`config.mk`:
```
export PLATFORM = sky130hd
export DESIGN_NAME = bus_ctrl
export DESIGN_NICKNAME = d
export VERILOG_FILES = /design/src/rtl/bus_ctrl.sv
export SDC_FILE = /design/constraint.sdc
export NUM_CORES = 1
export LEC_CHECK = 0
export CORE_MARGIN = 3
export CORE_UTILIZATION = 40
export DETAILED_ROUTE_END_ITERATION = 16
export PLACE_DENSITY_LB_ADDON = 0.3
export SLEW_MARGIN = 40
export SYNTH_ARGS = -nofsm -noshare
export SYNTH_HDL_FRONTEND = slang
export SYNTH_SLANG_ARGS = --single-unit
```
`constraint.sdc`:
```
create_clock -name clk -period 2.7 [get_ports clk]
set_input_delay 0.54 -clock clk [delete_from_list [all_inputs] [get_ports clk]]
set_output_delay 0.54 -clock clk [all_outputs]
set_load 0.05 [all_outputs]
```
`src/rtl/bus_ctrl.sv`:
```
// rtl/bus_ctrl.sv - single-master bus controller decoding CPU accesses to RAM, VRAM and IO slaves
module bus_ctrl #(
    parameter int          RAM_AW  = 12,
    parameter int          VRAM_AW = 16,
    parameter int          IO_AW   = 4,
    parameter logic [15:0] VRAM_HI = 16'hF000,
    parameter logic [15:0] IO_HI   = 16'hF001,
    parameter int          TIMEOUT = 16
) (
    input  logic               clk,
    input  logic               rst,
    input  logic               cpu_req,
    input  logic               cpu_we,
    input  logic [31:0]        cpu_addr,
    input  logic [31:0]        cpu_wdata,
    output logic [31:0]        cpu_rdata,
    output logic               cpu_ready,
    output logic               cpu_err,
    output logic               busy,
    output logic               ram_stb,
    output logic               ram_we,
    output logic [RAM_AW-1:0]  ram_addr,
    output logic [31:0]        ram_wdata,
    input  logic [31:0]        ram_rdata,
    input  logic               ram_ack,
    output logic               vram_stb,
    output logic               vram_we,
    output logic [VRAM_AW-1:0] vram_addr,
    output logic [7:0]         vram_wdata,
    input  logic [7:0]         vram_rdata,
    input  logic               vram_ack,
    output logic               io_stb,
    output logic               io_we,
    output logic [IO_AW-1:0]   io_addr,
    output logic [31:0]        io_wdata,
    input  logic [31:0]        io_rdata,
    input  logic               io_ack,
    output logic [7:0]         err_cnt
);

    typedef enum logic [1:0] {
        IDLE   = 2'd0,
        ACCESS = 2'd1,
        RESP   = 2'd2
    } state_t;

    localparam int              TO_W    = $clog2(TIMEOUT);
    localparam logic [TO_W-1:0] TO_LAST = TO_W'(TIMEOUT - 1);

    state_t          state;
    state_t          state_next;
    logic [TO_W-1:0] to_cnt;

    logic        ram_hit;
    logic        vram_hit;
    logic        io_hit;
    logic        acc_map;
    logic        acc_unmap;
    logic        done_ok;
    logic        done_to;
    logic        sel_ack;
    logic        sel_we;
    logic [31:0] sel_rdata;

    // Region decode of the incoming CPU address; RAM wins over the others.
    always_comb begin
        ram_hit  = (cpu_addr[31:RAM_AW+2] == '0);
        vram_hit = !ram_hit && (cpu_addr[31:16] == VRAM_HI);
        io_hit   = !ram_hit && !vram_hit && (cpu_addr[31:16] == IO_HI);
    end

    // The live strobe identifies the selected slave, so acks and read data from the others are masked out.
    always_comb begin
        sel_ack   = (ram_stb & ram_ack) | (vram_stb & vram_ack) | (io_stb & io_ack);
        sel_we    = ram_we | vram_we | io_we;
        sel_rdata = 32'd0;
        if (ram_stb) begin
            sel_rdata = ram_rdata;
        end else if (vram_stb) begin
            sel_rdata = {24'd0, vram_rdata};
        end else if (io_stb) begin
            sel_rdata = io_rdata;
        end
    end

    // Next-state logic; an ack in the last allowed cycle beats the timeout.
    always_comb begin
        state_next = state;
        acc_map    = 1'b0;
        acc_unmap  = 1'b0;
        done_ok    = 1'b0;
        done_to    = 1'b0;
        case (state)
            IDLE: begin
                if (cpu_req) begin
                    if (ram_hit || vram_hit || io_hit) begin
                        acc_map    = 1'b1;
                        state_next = ACCESS;
                    end else begin
                        acc_unmap  = 1'b1;
                        state_next = RESP;
                    end
                end
            end
            ACCESS: begin
                if (sel_ack) begin
                    done_ok    = 1'b1;
                    state_next = RESP;
                end else if (to_cnt == TO_LAST) begin
                    done_to    = 1'b1;
                    state_next = RESP;
                end
            end
            RESP: begin
                state_next = IDLE;
            end
            default: begin
                state_next = IDLE;
            end
        endcase
    end

    // State register.
    always_ff @(posedge clk) begin
        if (rst) begin
            state <= IDLE;
        end else begin
            state <= state_next;
        end
    end

    // Slave-side strobe, direction, address and data; launched on accept, held through ACCESS.
    always_ff @(posedge clk) begin
        if (rst) begin
            ram_stb    <= 1'b0;
            ram_we     <= 1'b0;
            ram_addr   <= '0;
            ram_wdata  <= '0;
            vram_stb   <= 1'b0;
            vram_we    <= 1'b0;
            vram_addr  <= '0;
            vram_wdata <= '0;
            io_stb     <= 1'b0;
            io_we      <= 1'b0;
            io_addr    <= '0;
            io_wdata   <= '0;
        end else if (acc_map) begin
            if (ram_hit) begin
                ram_stb   <= 1'b1;
                ram_we    <= cpu_we;
                ram_addr  <= cpu_addr[RAM_AW+1:2];
                ram_wdata <= cpu_wdata;
            end else if (vram_hit) begin
                vram_stb   <= 1'b1;
                vram_we    <= cpu_we;
                vram_addr  <= cpu_addr[VRAM_AW-1:0];
                vram_wdata <= cpu_wdata[7:0];
            end else begin
                io_stb   <= 1'b1;
                io_we    <= cpu_we;
                io_addr  <= cpu_addr[IO_AW+1:2];
                io_wdata <= cpu_wdata;
            end
        end else if (done_ok || done_to) begin
            ram_stb  <= 1'b0;
            ram_we   <= 1'b0;
            vram_stb <= 1'b0;
            vram_we  <= 1'b0;
            io_stb   <= 1'b0;
            io_we    <= 1'b0;
        end
    end

    // Wait-cycle counter: zeroed on accept, advances on every ACCESS cycle that sees no ack.
    always_ff @(posedge clk) begin
        if (rst || acc_map) begin
            to_cnt <= '0;
        end else if (state == ACCESS && !sel_ack) begin
            to_cnt <= to_cnt + 1'b1;
        end
    end

    // CPU response: ready pulses for the single RESP cycle; data and error persist until the next RESP.
    always_ff @(posedge clk) begin
        if (rst) begin
            cpu_ready <= 1'b0;
            cpu_rdata <= '0;
            cpu_err   <= 1'b0;
        end else begin
            cpu_ready <= (state_next == RESP);
            if (done_ok) begin
                cpu_rdata <= sel_we ? 32'd0 : sel_rdata;
                cpu_err   <= 1'b0;
            end else if (done_to || acc_unmap) begin
                cpu_rdata <= 32'd0;
                cpu_err   <= 1'b1;
            end
        end
    end

    // Saturating bus-error counter, updated together with the erroring response.
    always_ff @(posedge clk) begin
        if (rst) begin
            err_cnt <= 8'd0;
        end else if ((done_to || acc_unmap) && err_cnt != 8'hFF) begin
            err_cnt <= err_cnt + 8'd1;
        end
    end

    assign busy = (state != IDLE);

endmodule

```
==> impl_metrics.tcl, run 1 <==
set metrics [dict create \
    slew_headroom_pct 58.6 \
    placementRows 44 \
    whs_endpoint "io_wdata[22]" \
    synth_common_cells "nand2_1, dfxtp_1, a21oi_1, clkbuf_1" \
    min_from "io_wdata[22]" \
    yosysMostFrequentCell "nand2_1" \
    r2r_end "err_cnt[5]" \
    synthAdderAreaFrac_pct 0.418 \
    r2r_slack_ns 0.66 \
    maxCapViolations 0 \
    clock_path_buffers 2 \
    arrival_ns 1.79 \
    fin_crit_sh_pct 86.4 \
    powerDensity_mw_per_mm2 515 \
    drcViolationCount 0 \
    ys_seq_elements 158 \
    synth_nets 864 \
    drtAntennaViolNets 0 \
    dp_hpwl_mm 14.2 \
    endpoint_kind "output pin" \
    clk_pin_slew_ns 0.06 \
    track_usage_pct 23.2 \
    synth_compound_area_share_pct 21.7 \
    drive_above_1_share_pct 7.25 \
    peakVddDrop_mv 0.402 \
    timing.hold.ws_ns 0.449 \
    synthTopCellsByArea "dfxtp_1, nand2_1, a21oi_1" \
    num_antenna_cells 0 \
    seq_area_mm2 0.00316 \
    firstDrtPassIters 5 \
    die_y_um 128 \
    synth_edf_count 0 \
    startpoint_type "flip-flop" \
    io_pins 296 \
    port_buffers 295 \
    synth_top_family_by_area "compound AO/OA/AOI/OAI gates" \
    cts_setup_buffers 0 \
    slew_violations 0 \
    async_reset_ff_share_pct 0 \
    yosysSeqAreaShare_pct 52.9 \
    hold_viol 0 \
    path_max_fanout 5 \
    vias_per_cell 5.10 \
    yosysTopAreaCell "dfxtp_1" \
    synth-xor-area-share_pct 0.439 \
    rsz0062_at_grt "no" \
    worst_pin_slew_ns 0.620 \
    routed_wl_mm 19.8 \
    syn_area_per_cell_um2 8.32 \
    layout_setup_ws_ns 0.366 \
    grt_pass1_vias 5880 \
    period_minus_slack_ns 2.33 \
    rr_startpoint "state[1]" \
    setup_tns_ns 0 \
    cts.sinks 158 \
    antenna_found_initial 0 \
    fp.dieArea_mm2 0.0165 \
    layoutNonFillerInstCount 1205 \
    vias 6151 \
    synth_cell_types 41 \
    outcome "completed" \
    worstSetupPathType "flip-flop to output pin" \
    core_area_mm2 0.0146 \
    synth_mux_area_share_pct 0.167 \
    fin_nets 1153 \
    yosys.area_share.simple_pct 20.1 \
    setup_viol 0 \
    multiInputGateArea_mm2 0.00258 \
    fp.dieW_um 128 \
    ctsHoldBuffers 0 \
    gp_congestion 0.829 \
    worst_r2r_path_depth 6 \
    wire_per_inst_um 16.4 \
    grt_pass1_wl_mm 30.4 \
    cts_inserted_buffers 17 \
    clockRootBuffer "clkbuf_16" \
    grt_max_degree 88 \
    utilization_pct 67.7 \
    fin_skew_ns 0.0158 \
    synth_top_area_share_pct 52.9 \
    cts_tree "built" \
    grt-ovfl-total 0 \
    hold_path.class "flip-flop to flip-flop" \
    syn_area_mm2 0.00598 \
    critPathLaunch "state[1]" \
    cts_max_level 4 \
    ctsResizeCount 0 \
    timing.fmax_mhz 428 \
    ys_warn_count 0 \
    syn_to_final_growth_pct 65.2 \
    worstSkewPairLatency_ns 0.42 \
    p_leak_nw 3.31 \
    post-place-ws_ns -0.131 \
    n_fill_cell 1146 \
    syn_inst 719 \
    hold_path_depth 2 \
    ys.flop_type "dfxtp_1" \
    start_util_pct 41.0 \
    crit_required_ns 2.16 \
    drtIter0Drc 251 \
    dp_cells 1173 \
]
==> through the flow <==
stage / instance area [um^2] / power, mW
CTS: 9880 / 5.13
global route: 9880 / 5.26
global placement: 9290 / 2.76
detailed placement: 9290 / 2.76
floorplan: 5980 / 2.49
finish: 9880 / 5.09
==> report_power, final <==
group / leakage, nW / internal, mW / total [mW] / switching [mW]
combinational: 1.75 / 0.223 / 0.364 / 0.141
clock: 0.284 / 1.38 / 2.38 / 0.995
sequential: 1.27 / 2.34 / 2.35 / 0.00797
total: 3.31 / 3.94 / 5.09 / 1.14
==> routing by layer <==
layer,track usage [%],wire length [um],up-vias
met5,0,0,-
met4,8.74,470,0
met3,8.54,1740,34
met2,39.3,9830,207
met1,26.7,7750,2834
li1,-,-,3076
==> cell type report <==
| cell class | instances | share of cell area (%) |
|---|---|---|
| clock inverters | 14 | 1.60 |
| inverters | 5 | 0.190 |
| repair buffers | 325 | 33.4 |
| multi-input cells | 501 | 26.1 |
| flip-flops and latches | 158 | 32.0 |
| clock buffers | 18 | 4.34 |
| well taps | 184 | 2.33 |
==> placed cells by master (no fill, tap or decap), types with 3 or more instances in the layout <==
cell type,count
buf_4,22
buf_12,10
inv_6,5
a21oi_1,125
and3_1,6
nor4_1,4
inv_1,5
or3_1,3
clkdlybuf4s50_1,293
nand3_1,7
a22oi_1,32
nand4_1,5
dfxtp_1,158
nor3_1,4
nor2_1,19
o2bb2ai_1,32
or4_1,3
nor2b_1,3
nand2_1,217
or2_2,4
o31ai_1,3
clkbuf_16,17
o21ai_0,4
a211oi_1,3
==> sequential cells by signal (all words and copies together), names as in the netlist <==
register / cells
io_wdata: 32
io_stb: 1
vram_addr: 16
cpu_err: 1
vram_we: 1
to_cnt: 4
ram_wdata: 32
ram_stb: 1
vram_wdata: 8
err_cnt: 8
io_we: 1
ram_we: 1
ram_addr: 12
io_addr: 4
state: 2
cpu_rdata: 32
vram_stb: 1
cpu_ready: 1
==> critical path, stage by stage (launching register included) <==
cell and delay, ns:
dfxtp_1 0.35, or2_2 0.30, clkdlybuf4s50_1 0.72
==> how the worst max path moves through the flow <==
stage | to | slack (ns) | cells after the start
6_report | busy | 0.37 | 2
4_1_cts | ram_wdata[26] | 0.30 | 9
3_3_place_gp | ram_wdata[15] | -0.07 | 8
3_5_place_dp | ram_wdata[26] | -0.13 | 9
5_1_grt | ram_wdata[28] | 0.20 | 9
2_1_floorplan | ram_addr[10] | 0.45 | 7
==> logic make-up (layout without fill, tap and decap cells) <==
kind of cell	count (synthesis)	after routing
compound gates	209	209
buf+inv	60	362
xor+xnor	3	3
flops	158	158
fa+ha+maj	2	2
mux	1	1
simple gates	286	286
Power figures use the tool's default switching activity.
==> inputs of run 2 (changes only) <==
--- a/config.mk
+++ b/config.mk
@@ -5,9 +5,9 @@
 export SDC_FILE = /design/constraint.sdc
 export NUM_CORES = 1
 export LEC_CHECK = 0
-export CORE_MARGIN = 3
 export CORE_UTILIZATION = 40
 export DETAILED_ROUTE_END_ITERATION = 16
+export GPL_TIMING_DRIVEN = 0
 export PLACE_DENSITY_LB_ADDON = 0.3
 export SLEW_MARGIN = 40
 export SYNTH_ARGS = -nofsm -noshare
==> run 2 against run 1 <==
Compared with the run above:
- critical path depth rose by 7
- non-clock buffer count rose by 25
- sequential cell count did not move
- sequential power barely moved
- power barely moved
- critical path type is now input port to flip-flop
==> impl_metrics.tcl, run 2 (synthesized netlist as in run 1, its figures left out) <==
set metrics [dict create \
    cpPeakStageDelay_ns 0.45 \
    final_common_cell "clkdlybuf4s50_1" \
    syn_to_final_growth_pct 63.4 \
    dp_cells 1197 \
    num_antenna_cells 0 \
    cp_num_buf_inv 4 \
    drtAntennaViolNets 0 \
    maxCapViolations 0 \
    slew_headroom_pct 50.7 \
    design_area_mm2 0.00977 \
    worstSetupPathType "input port to flip-flop" \
    rsz0062_at_grt "no" \
    period_minus_slack_ns 2.54 \
    p_leak_nw 3.22 \
    powerDensity_mw_per_mm2 520 \
    fin_crit_sh_pct 94.2 \
    cts.sinks 158 \
    wire_per_inst_um 16.8 \
    postPlaceCellArea_mm2 0.00915 \
    start_util_pct 41.1 \
    endpoint_kind "flip-flop" \
    cts_inserted_buffers 17 \
    fin_skew_ns 0.00705 \
    drive_above_1_share_pct 5.56 \
    grt_pass1_wl_mm 32.8 \
    port_buffers 294 \
    core_area_mm2 0.0145 \
    die_y_um 124 \
    fp.dieW_um 124 \
    p_total_mw 5.08 \
    fp.dieArea_mm2 0.0154 \
    crit_slowest_cell "clkdlybuf4s50_1" \
    outcome "completed" \
    clk_pin_slew_ns 0.06 \
    cts_tree "built" \
    firstDrtPassIters 5 \
    worstSkewPairLatency_ns 0.42 \
    track_usage_pct 26.6 \
    grt_max_degree 17 \
    largestRegisters "cpu_rdata: 32 flops, io_wdata: 32 flops, ram_wdata: 32 flops" \
    hold_path.class "flip-flop to flip-flop" \
    path_cells "clkdlybuf4s50_1 -> nor4_2 -> nand4_1 -> buf_4 -> or3_1 -> clkbuf_1 -> clkbuf_2 -> nand2_1 -> a21oi_1" \
    setup_viol 0 \
    clockRootBuffer "clkbuf_16" \
    timing.fmax_mhz 393 \
    grt-ovfl-total 0 \
    vias 6334 \
    hold_viol 0 \
    critPathTopFamily "buffers and inverters" \
    antenna_found_initial 0 \
    layoutNonFillerInstCount 1227 \
    slew_violations 0 \
    placementRows 44 \
    cts_max_level 4 \
    ctsHoldBuffers 0 \
    fin_nets 1178 \
    drcViolationCount 0 \
    peakVddDrop_mv 0.402 \
    drtIter0Drc 318 \
    path_max_fanout 10 \
    routed_wl_mm 20.6 \
    dp_hpwl_mm 15.6 \
    worst_pin_slew_ns 0.734 \
    io_pins 296 \
    grt_pass1_vias 6100 \
    gp_congestion 0.868 \
    final_cell_mix "clkdlybuf4s50_1, nand2_1, dfxtp_1" \
    crit_required_ns 2.98 \
    startpoint_type "input port" \
    vias_per_cell 5.16 \
    arrival_ns 2.82 \
    clock_path_buffers 2 \
]
==> run 2: changes by cell type in the layout (fill, tap and decap cells not counted), sizes merged <==
cell           before  now
buf                32   15
clkbuf             18   58
clkinv              4    5
inv                11    5
bufinv              2    3
clkdlybuf4s50     293  294
clkinvlp            2    4
==> run 2: worst paths after layout <==
check                                   from      endpoint  slack (ns)  cells past startpoint
worst max register to register       ram_stb    err_cnt[5]        0.38                      8
worst min-delay path             io_wdata[9]   io_wdata[9]        0.45                      2
worst min register to register   io_wdata[9]   io_wdata[9]        0.45                      2
worst max-delay path            cpu_addr[17]  ram_wdata[4]        0.16                      9
==> run 2: area by class of cell <==
type	count	area, um^2
fillers	1208	4760
flip-flops and latches	158	3160
repair buffers	295	2950
multi-input cells	501	2600
clock buffers	17	425
plain buffers	55	238
well taps	184	230
clock inverters	12	149
inverters	5	18.8
==> run 2: what timing repair did <==
action                                  4_1_cts  5_1_grt
endpoints found under the setup margin       97       88
resized for setup                             3        5
setup buffers                                 1        0
pin swaps                                     1        0
==> run 2: power by group <==
| group | internal (mW) | switching (mW) | total, mW |
|---|---|---|---|
| Sequential | 2.34 | 0.00712 | 2.35 |
| Clock | 1.43 | 0.932 | 2.36 |
| Combinational | 0.219 | 0.154 | 0.373 |
| Total | 3.99 | 1.09 | 5.08 |
==> run 2: metal layers <==
layer	track usage [%]	vias up	share of wire, %
met5	0	-	0
met4	7.87	0	2.2
met3	9.97	32	8.4
met2	44.8	238	49
met1	31.3	2945	41
li1	-	3119	-
==> run 2: worst register-to-register path, cell delays in order, from the launching register on <==
cell and delay (ns):
dfxtp_1 0.32, buf_6 0.13, a222oi_1 0.63, and3_1 0.26, nor3_1 0.08, buf_6 0.15
clkbuf_1 0.21, o31ai_1 0.31, a21oi_1 0.10
==> run 2: per-stage QoR <==
| stage | hold slack, ns | utilization (%) | setup slack, ns | setup TNS [ns] |
|---|---|---|---|---|
| 2_1_floorplan | 0.488 | - | 0.445 | 0 |
| 3_3_place_gp | 0.437 | 63.0 | -0.812 | -79.19 |
| 3_5_place_dp | 0.443 | 63.0 | -0.832 | -80.10 |
| 4_1_cts | 0.451 | 67.1 | 0.0285 | 0 |
| 5_1_grt | 0.464 | 67.2 | 0.0227 | 0 |
| 6_report | 0.447 | 67.2 | 0.158 | 0 |
